===== src/rtl/mdu_pkg.sv =====
// Shared types and constants for the multi-cycle multiply/divide unit.
package mdu_pkg;

    typedef enum logic [1:0] {
        IDLE,
        RUN,
        DONE
    } state_t;

    typedef enum logic [1:0] {
        MUL,
        MULTU,
        DIV,
        DIVU
    } op_cls_t;

    localparam logic [63:0] DIV0_Q = '1;

    function automatic logic is_mul(op_cls_t cls);
        return (cls == MUL) || (cls == MULTU);
    endfunction

endpackage


===== src/rtl/div_iter.sv =====
// One restoring-division step: shift in the next dividend bit, subtract if it fits.
module div_iter #(
    parameter int unsigned WIDTH = 32
) (
    input  logic [WIDTH-1:0] rem,
    input  logic             dividend_bit,
    input  logic [WIDTH-1:0] divisor,
    output logic [WIDTH-1:0] rem_nxt_c,
    output logic             q_bit_c
);

    logic [WIDTH:0] shifted;
    logic [WIDTH:0] diff;

    always_comb begin
        shifted   = {rem, dividend_bit};
        diff      = shifted - {1'b0, divisor};
        q_bit_c   = (shifted >= {1'b0, divisor});
        rem_nxt_c = q_bit_c ? diff[WIDTH-1:0] : shifted[WIDTH-1:0];
    end

endmodule


===== src/rtl/muldiv_unit.sv =====
// Iterative MUL/MULTU/DIV/DIVU unit: WIDTH magnitude steps, sign fix-up on the last step.
module muldiv_unit
    import mdu_pkg::*;
#(
    parameter int unsigned WIDTH = 32
) (
    input  logic             clk,
    input  logic             rst,
    input  logic             op_mul,
    input  logic             op_multu,
    input  logic             op_div,
    input  logic             op_divu,
    input  logic [WIDTH-1:0] a,
    input  logic [WIDTH-1:0] b,
    input  logic             stall,
    output logic             mul_busy,
    output logic             div_busy,
    output logic [WIDTH-1:0] hi,
    output logic [WIDTH-1:0] lo
);

    localparam int unsigned CNT_W = (WIDTH > 1) ? $clog2(WIDTH) : 1;
    localparam int unsigned W2    = 2 * WIDTH;

    state_t            state, state_nxt;
    op_cls_t           cls, req_cls;
    logic [CNT_W-1:0]  cnt;
    logic [W2-1:0]     acc, acc_nxt;
    logic [WIDTH-1:0]  opnd;
    logic              sign_a, neg_res, b_zero;

    logic              req_any, req_signed, req_sa, req_sb, last;
    logic [WIDTH-1:0]  a_mag, b_mag;
    logic [WIDTH:0]    mul_add, mul_sum;
    logic [WIDTH-1:0]  div_rem;
    logic              div_q;
    logic [W2-1:0]     prod;
    logic [WIDTH-1:0]  q_mag, r_mag, res_hi, res_lo;

    // Request decode with fixed priority MUL > MULTU > DIV > DIVU
    always_comb begin
        req_any = op_mul | op_multu | op_div | op_divu;
        if (op_mul)        req_cls = MUL;
        else if (op_multu) req_cls = MULTU;
        else if (op_div)   req_cls = DIV;
        else               req_cls = DIVU;
        req_signed = (req_cls == MUL) || (req_cls == DIV);
        req_sa     = req_signed & a[WIDTH-1];
        req_sb     = req_signed & b[WIDTH-1];
        a_mag      = req_sa ? -a : a;
        b_mag      = req_sb ? -b : b;
        last       = (cnt == CNT_W'(WIDTH - 1));
    end

    div_iter #(.WIDTH(WIDTH)) u_div_iter (
        .rem          (acc[W2-1:WIDTH]),
        .dividend_bit (acc[WIDTH-1]),
        .divisor      (opnd),
        .rem_nxt_c    (div_rem),
        .q_bit_c      (div_q)
    );

    // Multiply: {partial product, remaining multiplier bits} shifted right each step.
    // Divide: {remainder, dividend shifting out / quotient shifting in}.
    always_comb begin
        mul_add = acc[0] ? {1'b0, opnd} : '0;
        mul_sum = {1'b0, acc[W2-1:WIDTH]} + mul_add;
        if (is_mul(cls)) acc_nxt = {mul_sum, acc[WIDTH-1:1]};
        else             acc_nxt = {div_rem, acc[WIDTH-2:0], div_q};
    end

    // Sign correction applied to the final step's magnitudes
    always_comb begin
        prod  = neg_res ? -acc_nxt : acc_nxt;
        q_mag = acc_nxt[WIDTH-1:0];
        r_mag = acc_nxt[W2-1:WIDTH];
        if (is_mul(cls)) begin
            res_hi = prod[W2-1:WIDTH];
            res_lo = prod[WIDTH-1:0];
        end else begin
            res_hi = sign_a ? -r_mag : r_mag;
            res_lo = b_zero ? DIV0_Q[WIDTH-1:0] : (neg_res ? -q_mag : q_mag);
        end
    end

    always_ff @(posedge clk or posedge rst) begin
        if (rst) state <= IDLE;
        else     state <= state_nxt;
    end

    always_comb begin
        state_nxt = state;
        case (state)
            IDLE:    if (req_any) state_nxt = RUN;
            RUN:     if (last)    state_nxt = DONE;
            DONE:    if (!stall)  state_nxt = IDLE;
            default: state_nxt = IDLE;
        endcase
    end

    // Busy is combinational so the requesting instruction stalls in its first cycle
    always_comb begin
        mul_busy = 1'b0;
        div_busy = 1'b0;
        if (!rst) begin
            case (state)
                IDLE: begin
                    mul_busy = op_mul | op_multu;
                    div_busy = op_div | op_divu;
                end
                RUN: begin
                    mul_busy = is_mul(cls);
                    div_busy = !is_mul(cls);
                end
                default: ;
            endcase
        end
    end

    always_ff @(posedge clk or posedge rst) begin
        if (rst) begin
            cls     <= MUL;
            cnt     <= '0;
            acc     <= '0;
            opnd    <= '0;
            sign_a  <= 1'b0;
            neg_res <= 1'b0;
            b_zero  <= 1'b0;
            hi      <= '0;
            lo      <= '0;
        end else if (state == IDLE) begin
            if (req_any) begin
                cls     <= req_cls;
                cnt     <= '0;
                sign_a  <= req_sa;
                neg_res <= req_sa ^ req_sb;
                b_zero  <= (b == '0);
                if (is_mul(req_cls)) begin
                    acc  <= {{WIDTH{1'b0}}, b_mag};
                    opnd <= a_mag;
                end else begin
                    acc  <= {{WIDTH{1'b0}}, a_mag};
                    opnd <= b_mag;
                end
            end
        end else if (state == RUN) begin
            acc <= acc_nxt;
            cnt <= cnt + CNT_W'(1);
            if (last) begin
                hi <= res_hi;
                lo <= res_lo;
            end
        end
    end

endmodule


===== config.mk =====
export PLATFORM = sky130hd
export DESIGN_NAME = muldiv_unit
export DESIGN_NICKNAME = d
export VERILOG_FILES = /design/src/rtl/mdu_pkg.sv /design/src/rtl/div_iter.sv /design/src/rtl/muldiv_unit.sv
export SDC_FILE = /design/constraint.sdc
export NUM_CORES = 1
export LEC_CHECK = 0
export CORE_ASPECT_RATIO = 1.1
export CORE_UTILIZATION = 31
export DETAILED_ROUTE_END_ITERATION = 7
export PLACE_DENSITY = 0.47
export SLEW_MARGIN = 15
export SYNTH_ARGS = -nofsm -noshare
export SYNTH_HDL_FRONTEND = slang
export SYNTH_SLANG_ARGS = --single-unit
export TNS_END_PERCENT = 50

===== constraint.sdc =====
create_clock -name clk -period 17 [get_ports clk]
set_input_delay 5.1 -clock clk [delete_from_list [all_inputs] [get_ports clk]]
set_output_delay 5.1 -clock clk [all_outputs]
set_load 0.01 [all_outputs]

[Word-level counts from Yosys, hierarchy flattened]
Cells that the tools add are included.
Word-level totals
  bits in registers: 172
  latch bits: 0
  memory bits (writable): 0
  ROM bits: 0
  input port bits: 71
  output and inout port bits: 66
  logic and storage cells: 79
  memories kept: 0
Operators by class
  add/sub/neg operators: 8
  multiply operators: 0
  div/mod/pow operators: 0
  order comparisons: 1
  eq/ne operators: 9
  shift operators: 0
  muxes and demuxes: 30
  bitwise operators: 8
  reduce and logical (&&, ||, !) cells: 13
Operator list (number)
  32-bit two-way mux: 11
  64-bit two-way mux: 5
  32-bit negator: 4
  64-bit negator: 1
  32-bit by 32-bit adder with 33-bit output: 1
  33-bit by 32-bit greater-or-equal comparator with 1-bit output: 1
  32-bit logical NOT: 1
  32-bit subtractor: 1
  5-bit two-way mux: 3
  2-bit two-way mux: 5
  2-bit by 1-bit equality test with 1-bit output, second input constant: 3
  2-bit logical NOT: 3
  2-bit != test, second input constant: 3
  2-bit case mux with 3 select lines: 1
  3-bit AND reduction: 2
  5-bit by 1-bit adder with 5-bit output, second input constant: 1
  5-bit equality test, second input constant: 1
  2-bit equality test, second input constant: 2
  1-bit OR: 4
  1-bit case mux with 2 select lines: 2
  2-bit AND reduction: 2
  1-bit logical OR: 3
  1-bit two-way mux: 3
  1-bit AND: 2
  4 further kinds: 4

[Depth between registers and ports, before layout]
Gate-level depths: netlist of the first run.
  depth in word-level cells: 10
  gate-level depth with buffers: 20
  depth with buffers taken out: 19

[By module]
From an unflattened synthesis of the first run, not the netlist that was laid out.
Second synthesis, totals
  cell total of the unflattened synthesis: 1931
  area total of the unflattened synthesis: 15459.8 um^2
Modules (own cells, without submodules)
  muldiv_unit: times used 1, cells an instance 1608, area each 13128.8 um^2, seq. area each 4279.1 um^2
  div_iter: times used 1, cells an instance 323, area each 2331.0 um^2, seq. area each 0.0 um^2

[Worst setup path before layout of the first run]
No wires, ideal clock.
  path type: input to output
  from: input op_multu
  to: output mul_busy
  data arrival time: 5.738 ns
  required time: 11.900 ns
  path slack: 6.162 ns
  cell stages on the path: 4
  buffers on the path: 0
  path through: nor2_1 > nor2_1 > a21oi_1 > nor2_1
On the way
  word-level cells in the longest chain between the ends: 3
Ends and longest elaborated chain
  from (decl): RTL line muldiv_unit.sv:10  | input logic op_multu,
  1-bit OR: RTL line muldiv_unit.sv:108  | mul_busy = op_mul | op_multu;
  1-bit case mux with 2 select lines: RTL line muldiv_unit.sv:106  | case (state)
  1-bit two-way mux: RTL line muldiv_unit.sv:105  | if (!rst) begin
  to (decl): RTL line muldiv_unit.sv:16  | output logic mul_busy,
Every way passes these cells.

[Worst setup path in the final report of the first run]
  from: input op_mul
  to: output mul_busy
On the way
  word-level cells in the longest chain between the ends: 3
Ends and longest elaborated chain
  from (decl): RTL line muldiv_unit.sv:9  | input logic op_mul,
  1-bit OR: RTL line muldiv_unit.sv:108
  1-bit case mux with 2 select lines: RTL line muldiv_unit.sv:106
  1-bit two-way mux: RTL line muldiv_unit.sv:105
Every way passes these cells.

==> results.py, run 1 <==
metrics = {
    "setup_path": {
        "worst_ep_required_time_ps": 11900,
        "start_kind": "input port",
        "critPathMaxFanout": 53,
        "worstPathArrival_ps": 7110,
        "path_class": "in2out",
        "regToRegSetupSlack_ps": 10620,
        "crit-reg2reg-launch": "acc[49]",
        "crit_slowest_cell": "clkdlybuf4s50_1",
        "slowest_delay_ps": 560,
        "crit_chain": "clkdlybuf4s50_1 > nor2_4 > buf_4 > nor2_1 > a21oi_1 > nor2_1 > clkdlybuf4s50_1",
        "startpoint": "op_mul",
        "setup.worst_path.end_class": "output port",
    },
    "floorplan": {
        "rows": 85,
        "die_h_um": 237,
        "core_area_um2": 49200,
        "initial_utilization": 0.315,
        "io_pins": 137,
        "dieArea_um2": 51000,
        "fp.dieW_um": 215,
    },
    "cells_and_area": {
        "fin_nets": 2213,
        "n_fill_cell": 5238,
        "multi_input_area_um2": 10500,
        "n_antenna_cell": 0,
        "area_growth_pct": 16.3,
        "seq_area_um2": 4280,
        "drive_above_1_share": 0.0576,
    },
    "sta": {
        "rsz0062_at_grt": "false",
        "final-hold-violation-count": 0,
        "period_needed_ps": 12210,
        "fin_worst_skew_ps": 20.1,
        "fin_crit_sh": 0.718,
        "setup_viol": 0,
        "max_freq_mhz": 81.9,
        "worstMarginPinSlew_ps": 1120,
        "drv_slew": 0,
        "setup-tns-final_ps": 0,
        "relSlewSlack": 0.252,
    },
    "logic_synthesis": {
        "ys_seq_elements": 171,
        "yosysTopAreaCell": "dfrtp_1",
        "synth_common_cells": "247 x nand2_1, 171 x dfrtp_1, 171 x nor2_1, 166 x o21ai_0, 150 x a21oi_1",
        "synth.avg_cell_area_um2": 7.77,
        "synth.most_common_cell": "nand2_1",
        "synth_area_leaders": "dfrtp_1 28%, nand2_1 6.0%, ha_1 5.6%, o21ai_0 5.4%, a21oi_1 4.8%",
        "ys_seq_area_frac": 0.276,
        "synth_edf_count": 0,
        "syn_inst": 1999,
        "synthArstFlopShare": 1.00,
        "syn-num-nets": 2142,
        "synth_top_area_frac": 0.276,
        "ys.flop_type": "dfrtp_1",
        "ys_types": 104,
        "netlist_area_um2": 15500,
        "yosys_warnings": 0,
    },
    "routing": {
        "wirelength_mm": 64.7,
        "via_count": 15600,
        "drc": 0,
        "drt_pre_antenna_iters": 6,
        "post_drt_wl_per_cell_um": 23.6,
        "drtIter0Drc": 1077,
        "vias_per_cell": 5.71,
        "ant_nets": 0,
    },
    "place": {
        "portBuffers": 136,
        "dp_hpwl_mm": 50.8,
        "gp_congestion": 0.925,
    },
    "clocking": {
        "cts_sinks": 171,
        "htreeDepth": 4,
        "post_cts_buffers": 0,
        "clock_latency_ps": 470,
        "numCtsBuffers": 17,
        "clock_path_buffers": 2,
        "cts_tree": "built",
        "ctsHoldBuffers": 0,
        "path_clk_slew_ps": 70,
        "root_buffer": "clkbuf_16",
        "postCtsResizedCells": 0,
    },
    "global_route": {
        "grt_pass1_wl_mm": 97.5,
        "first_global_vias": 15300,
        "grt_max_degree": 75,
        "grt_usage": 0.254,
        "overflow": 0,
        "antenna_found_initial": 0,
    },
    "min_path": {
        "hp-class": "reg2reg",
        "min_from": "hi[4]",
    },
    "outcome": {
        "outcome": "finished, final reports clean",
    },
    "run": {
        "maxCapViolCount": 0,
    },
}
## worst max-delay path: cells and delay by family
kind	cells	cell delay, ps
buffers and inverters	3	1380
AND/OR/NAND/NOR	3	530
AO/OA/AOI/OAI	1	100
## flip-flops by register name, summed over array words and instances, names as in the netlist
register and count:
acc 64, state 2, b_zero 1, sign_a 1, cls 1, neg_res 1, cnt 5, hi 32
lo 32, opnd 32
## placed cells by master (no fill, tap or decap), types with 12 or more instances in the layout
cell             count
o22a_1              36
nand4_1             22
nor3_1              54
xor2_1              77
o21ai_1             15
and3_1              16
dfrtp_1            170
a22o_1              15
ha_1                70
nor2b_1             12
nor4_1              21
o31ai_1             22
o211ai_1            29
or3_1               16
o22ai_1             26
inv_1               78
clkbuf_16           17
o21a_1              16
a21o_1              25
xnor2_1             78
buf_4               22
nand2_1            246
and2_1              42
mux2i_1             23
a31oi_1             30
mux2_2              15
a211oi_1            25
nand3_1             35
nor2_1             170
clkdlybuf4s50_1    136
nand2b_1            23
o21ai_0            166
a21oi_1            149
## cell families (layout without fill, tap and decap cells)
| group | Yosys count | after routing | synth area share |
|---|---|---|---|
| buffers and inverters | 185 | 269 | 0.0465 |
| flip-flops | 171 | 171 | 0.276 |
| XOR/XNOR | 155 | 155 | 0.0875 |
| adder cells (fa/ha/maj) | 72 | 72 | 0.0590 |
| multiplexers | 39 | 39 | 0.0264 |
| AO/OA/AOI/OAI | 663 | 663 | 0.283 |
| AND/OR/NAND/NOR | 714 | 714 | 0.222 |
## routing by layer
| layer | wire length, um | track usage | up-vias |
|---|---|---|---|
| met1 | 27400 | 0.318 | 7591 |
| li1 | - | - | 7437 |
| met5 | 0 | 0 | - |
| met4 | 3750 | 0.138 | 0 |
| met3 | 2830 | 0.0334 | 115 |
| met2 | 30700 | 0.423 | 480 |
## final cells by class
type,instances,share of cell area
multi-input combinational,1643,0.584
sequential,171,0.237
timing repair buffer,158,0.0845
tap,652,0.0452
clock buffer,17,0.0236
inverter,79,0.0167
clock inverter,15,0.00935
## per-stage QoR
| step | util | setup WS, ps | std cells | hold WS [ps] | cell area [um2] |
|---|---|---|---|---|---|
| 6_report | 0.367 | 4790 | 2735 | 480 | 18100 |
| 5_1_grt | 0.367 | 4680 | 2735 | 515 | 18100 |
| 4_1_cts | 0.367 | 4770 | 2735 | 489 | 18100 |
| 3_5_place_dp | 0.355 | 4790 | 2703 | 473 | 17500 |
| 3_3_place_gp | 0.355 | 4810 | 2703 | 461 | 17500 |
| 2_1_floorplan | - | 6160 | 1999 | 450 | 15500 |
## path summary, 6_finish.rpt
path	cells past startpoint	endpoint
min reg2reg	2	hi[4]
min in group asynchronous	2	acc[21]
max	7	mul_busy
max in group asynchronous	4	opnd[21]
min	2	hi[4]
max reg2reg	19	hi[26]
Power of run 1 is left out: the tool's default activity adds up to more than one toggle a clock period on the data nets, which glitch-free logic cannot reach.
==> run 2: changes to the inputs <==
--- a/config.mk
+++ b/config.mk
@@ -8,7 +8,7 @@
 export CORE_ASPECT_RATIO = 1.1
 export CORE_UTILIZATION = 31
 export DETAILED_ROUTE_END_ITERATION = 7
-export PLACE_DENSITY = 0.47
+export PLACE_DENSITY = 0.49
 export SLEW_MARGIN = 15
 export SYNTH_ARGS = -nofsm -noshare
 export SYNTH_HDL_FRONTEND = slang
==> constraint.sdc (replaced) <==
create_clock -name clk -period 10.4 [get_ports clk]
set_input_delay 3.12 -clock clk [delete_from_list [all_inputs] [get_ports clk]]
set_output_delay 3.12 -clock clk [all_outputs]
set_load 0.01 [all_outputs]
==> run 2 against run 1 <==
Compared with the run above:
- count of clock-buffer cells in the layout grew 2
- setup slack got worse by 2700 ps
- sequential share of layout area is essentially flat
- core utilization hardly changed
- hold slack got worse by 2.8 ps
- clock skew decreased by 2.1 ps
- via count increased by 0.29%
- non-clock buffer count rose by 1
- routed wire length decreased by 0.97%
- sequential cell count did not move
- die area stayed put
- final cell count hardly changed
- critical endpoint unchanged
==> results.py, run 2 (synthesis gave the netlist of run 1 again) <==
metrics = {
    "outcome": {
        "outcome": "finished, final reports clean",
    },
    "setup_path": {
        "crit-reg2reg-launch": "opnd[6]",
        "cp.depth": 7,
        "crit_buf_inv": 3,
        "critPathMaxFanout": 53,
        "r2r-end": "hi[26]",
        "slowest_delay_ps": 550,
        "path_delay_family": "buffers and inverters",
        "path_class": "in2out",
        "setup.worst_path.end_class": "output port",
        "crit_chain": "clkdlybuf4s50_1 > nor2_4 > buf_4 > nor2_1 > a21oi_1 > nor2_1 > clkdlybuf4s50_1",
        "crit_slowest_cell": "clkdlybuf4s50_1",
        "worst_ep_required_time_ps": 7280,
        "regToRegSetupSlack_ps": 4020,
        "start_kind": "input port",
        "reg2reg_depth": 20,
        "worstPathArrival_ps": 5190,
    },
    "min_path": {
        "min_from": "hi[6]",
        "hp-class": "reg2reg",
        "whs_path_depth": 2,
        "hold_end": "hi[6]",
    },
    "global_route": {
        "use_met3": 0.0338,
        "grtUsageMet2": 0.426,
        "first_global_vias": 15600,
        "grt_pass1_wl_mm": 96.7,
        "grt_usage": 0.250,
        "antenna_found_initial": 1,
        "overflow": 0,
        "use_met1": 0.306,
        "grt_max_degree": 98,
        "grt-busiest-layer": "met2",
    },
    "sta": {
        "fin_worst_skew_ps": 18.0,
        "rsz0062_at_grt": "false",
        "max_freq_mhz": 120,
        "drv_slew": 0,
        "setup_viol": 0,
        "setup-tns-final_ps": 0,
        "fin_crit_sh": 0.799,
        "period_needed_ps": 8310,
        "relSlewSlack": 0.255,
        "final-hold-violation-count": 0,
        "worstMarginPinSlew_ps": 1090,
    },
    "floorplan": {
        "dieArea_um2": 51000,
        "die_h_um": 237,
        "rows": 85,
        "fp.dieW_um": 215,
        "core_area_um2": 49200,
        "initial_utilization": 0.315,
        "io_pins": 137,
    },
    "routing": {
        "post_drt_wl_per_cell_um": 23.4,
        "via_count": 15700,
        "drt_pre_antenna_iters": 6,
        "wirelength_mm": 64.0,
        "ant_nets": 0,
        "drtIter0Drc": 1193,
        "vias_per_cell": 5.73,
        "drc": 0,
    },
    "place": {
        "dp_hpwl_mm": 50.3,
        "portBuffers": 136,
        "gp_congestion": 0.972,
    },
    "clocking": {
        "htreeDepth": 4,
        "cts_sinks": 171,
        "clock_latency_ps": 470,
        "postCtsResizedCells": 0,
        "post_cts_buffers": 0,
        "clock_path_buffers": 2,
        "ctsHoldBuffers": 0,
        "cts_tree": "built",
        "numCtsBuffers": 17,
        "path_clk_slew_ps": 70,
        "root_buffer": "clkbuf_16",
    },
    "cells_and_area": {
        "largest_reg_flops": 64,
        "layout_commonest_cell": "nand2_1",
        "area_growth_pct": 16.2,
        "fin_nets": 2214,
        "largest-register": "acc",
        "drive_above_1_share": 0.0576,
        "final_cell_mix": "245 x nand2_1, 170 x nor2_1, 170 x dfrtp_1, 166 x o21ai_0, 149 x a21oi_1",
        "n_antenna_cell": 0,
    },
    "run": {
        "maxCapViolCount": 0,
    },
}
==> run 2: cell types whose count changed in the layout (fill, tap and decap cells not counted) <==
cell,before,now
nand2_1,246,245
clkbuf_1,0,2
inv_8,6,2
clkinv_2,2,1
clkinvlp_4,0,1
buf_4,22,23
clkinv_4,1,3
nand2_2,3,4
inv_6,3,5
clkinv_8,4,2
==> run 2: worst max path at each step <==
stage | start | end | slack, ps
after global routing | op_multu | mul_busy | 1960
after global placement | op_mul | mul_busy | 2170
after floorplan | rst | acc[0] | 2650
after CTS | op_multu | mul_busy | 2120
final | op_multu | mul_busy | 2090
after detailed placement | op_multu | mul_busy | 2120
==> run 2: cell type report <==
class / instances / area, um2
sequential: 171 / 4280
tap: 652 / 816
clock inverter: 13 / 129
multi-input combinational: 1643 / 10500
clock buffer: 19 / 433
timing repair buffer: 159 / 1530
fill: 5158 / 31200
inverter: 79 / 302
==> run 2: worst register-to-register path: cells and delay by family, from the launching register on <==
kind / cells / cell delay, ps
AND/OR/NAND/NOR: 5 / 1890
AO/OA/AOI/OAI: 9 / 2720
XOR/XNOR: 1 / 210
buffers and inverters: 3 / 390
flip-flops: 1 / 460
adder cells (fa/ha/maj): 2 / 550
==> run 2: per-layer routing <==
metal | wire (um) | up-vias
li1 | - | 7425
met1 | 27000 | 7644
met2 | 30800 | 480
met3 | 2740 | 118
met4 | 3550 | 2
met5 | 17 | -
==> run 2: metrics by stage <==
stage | cells | instance area, um2 | hold slack, ps | worst slack [ps] | utilization
after floorplan | 1999 | 15500 | 450 | 2650 | -
after global placement | 2704 | 17500 | 464 | 2170 | 0.355
after detailed placement | 2704 | 17500 | 468 | 2120 | 0.355
after CTS | 2736 | 18000 | 484 | 2120 | 0.366
after global routing | 2736 | 18000 | 510 | 1960 | 0.366
final | 2736 | 18000 | 477 | 2090 | 0.366
Power of run 2 is left out for the same reason.
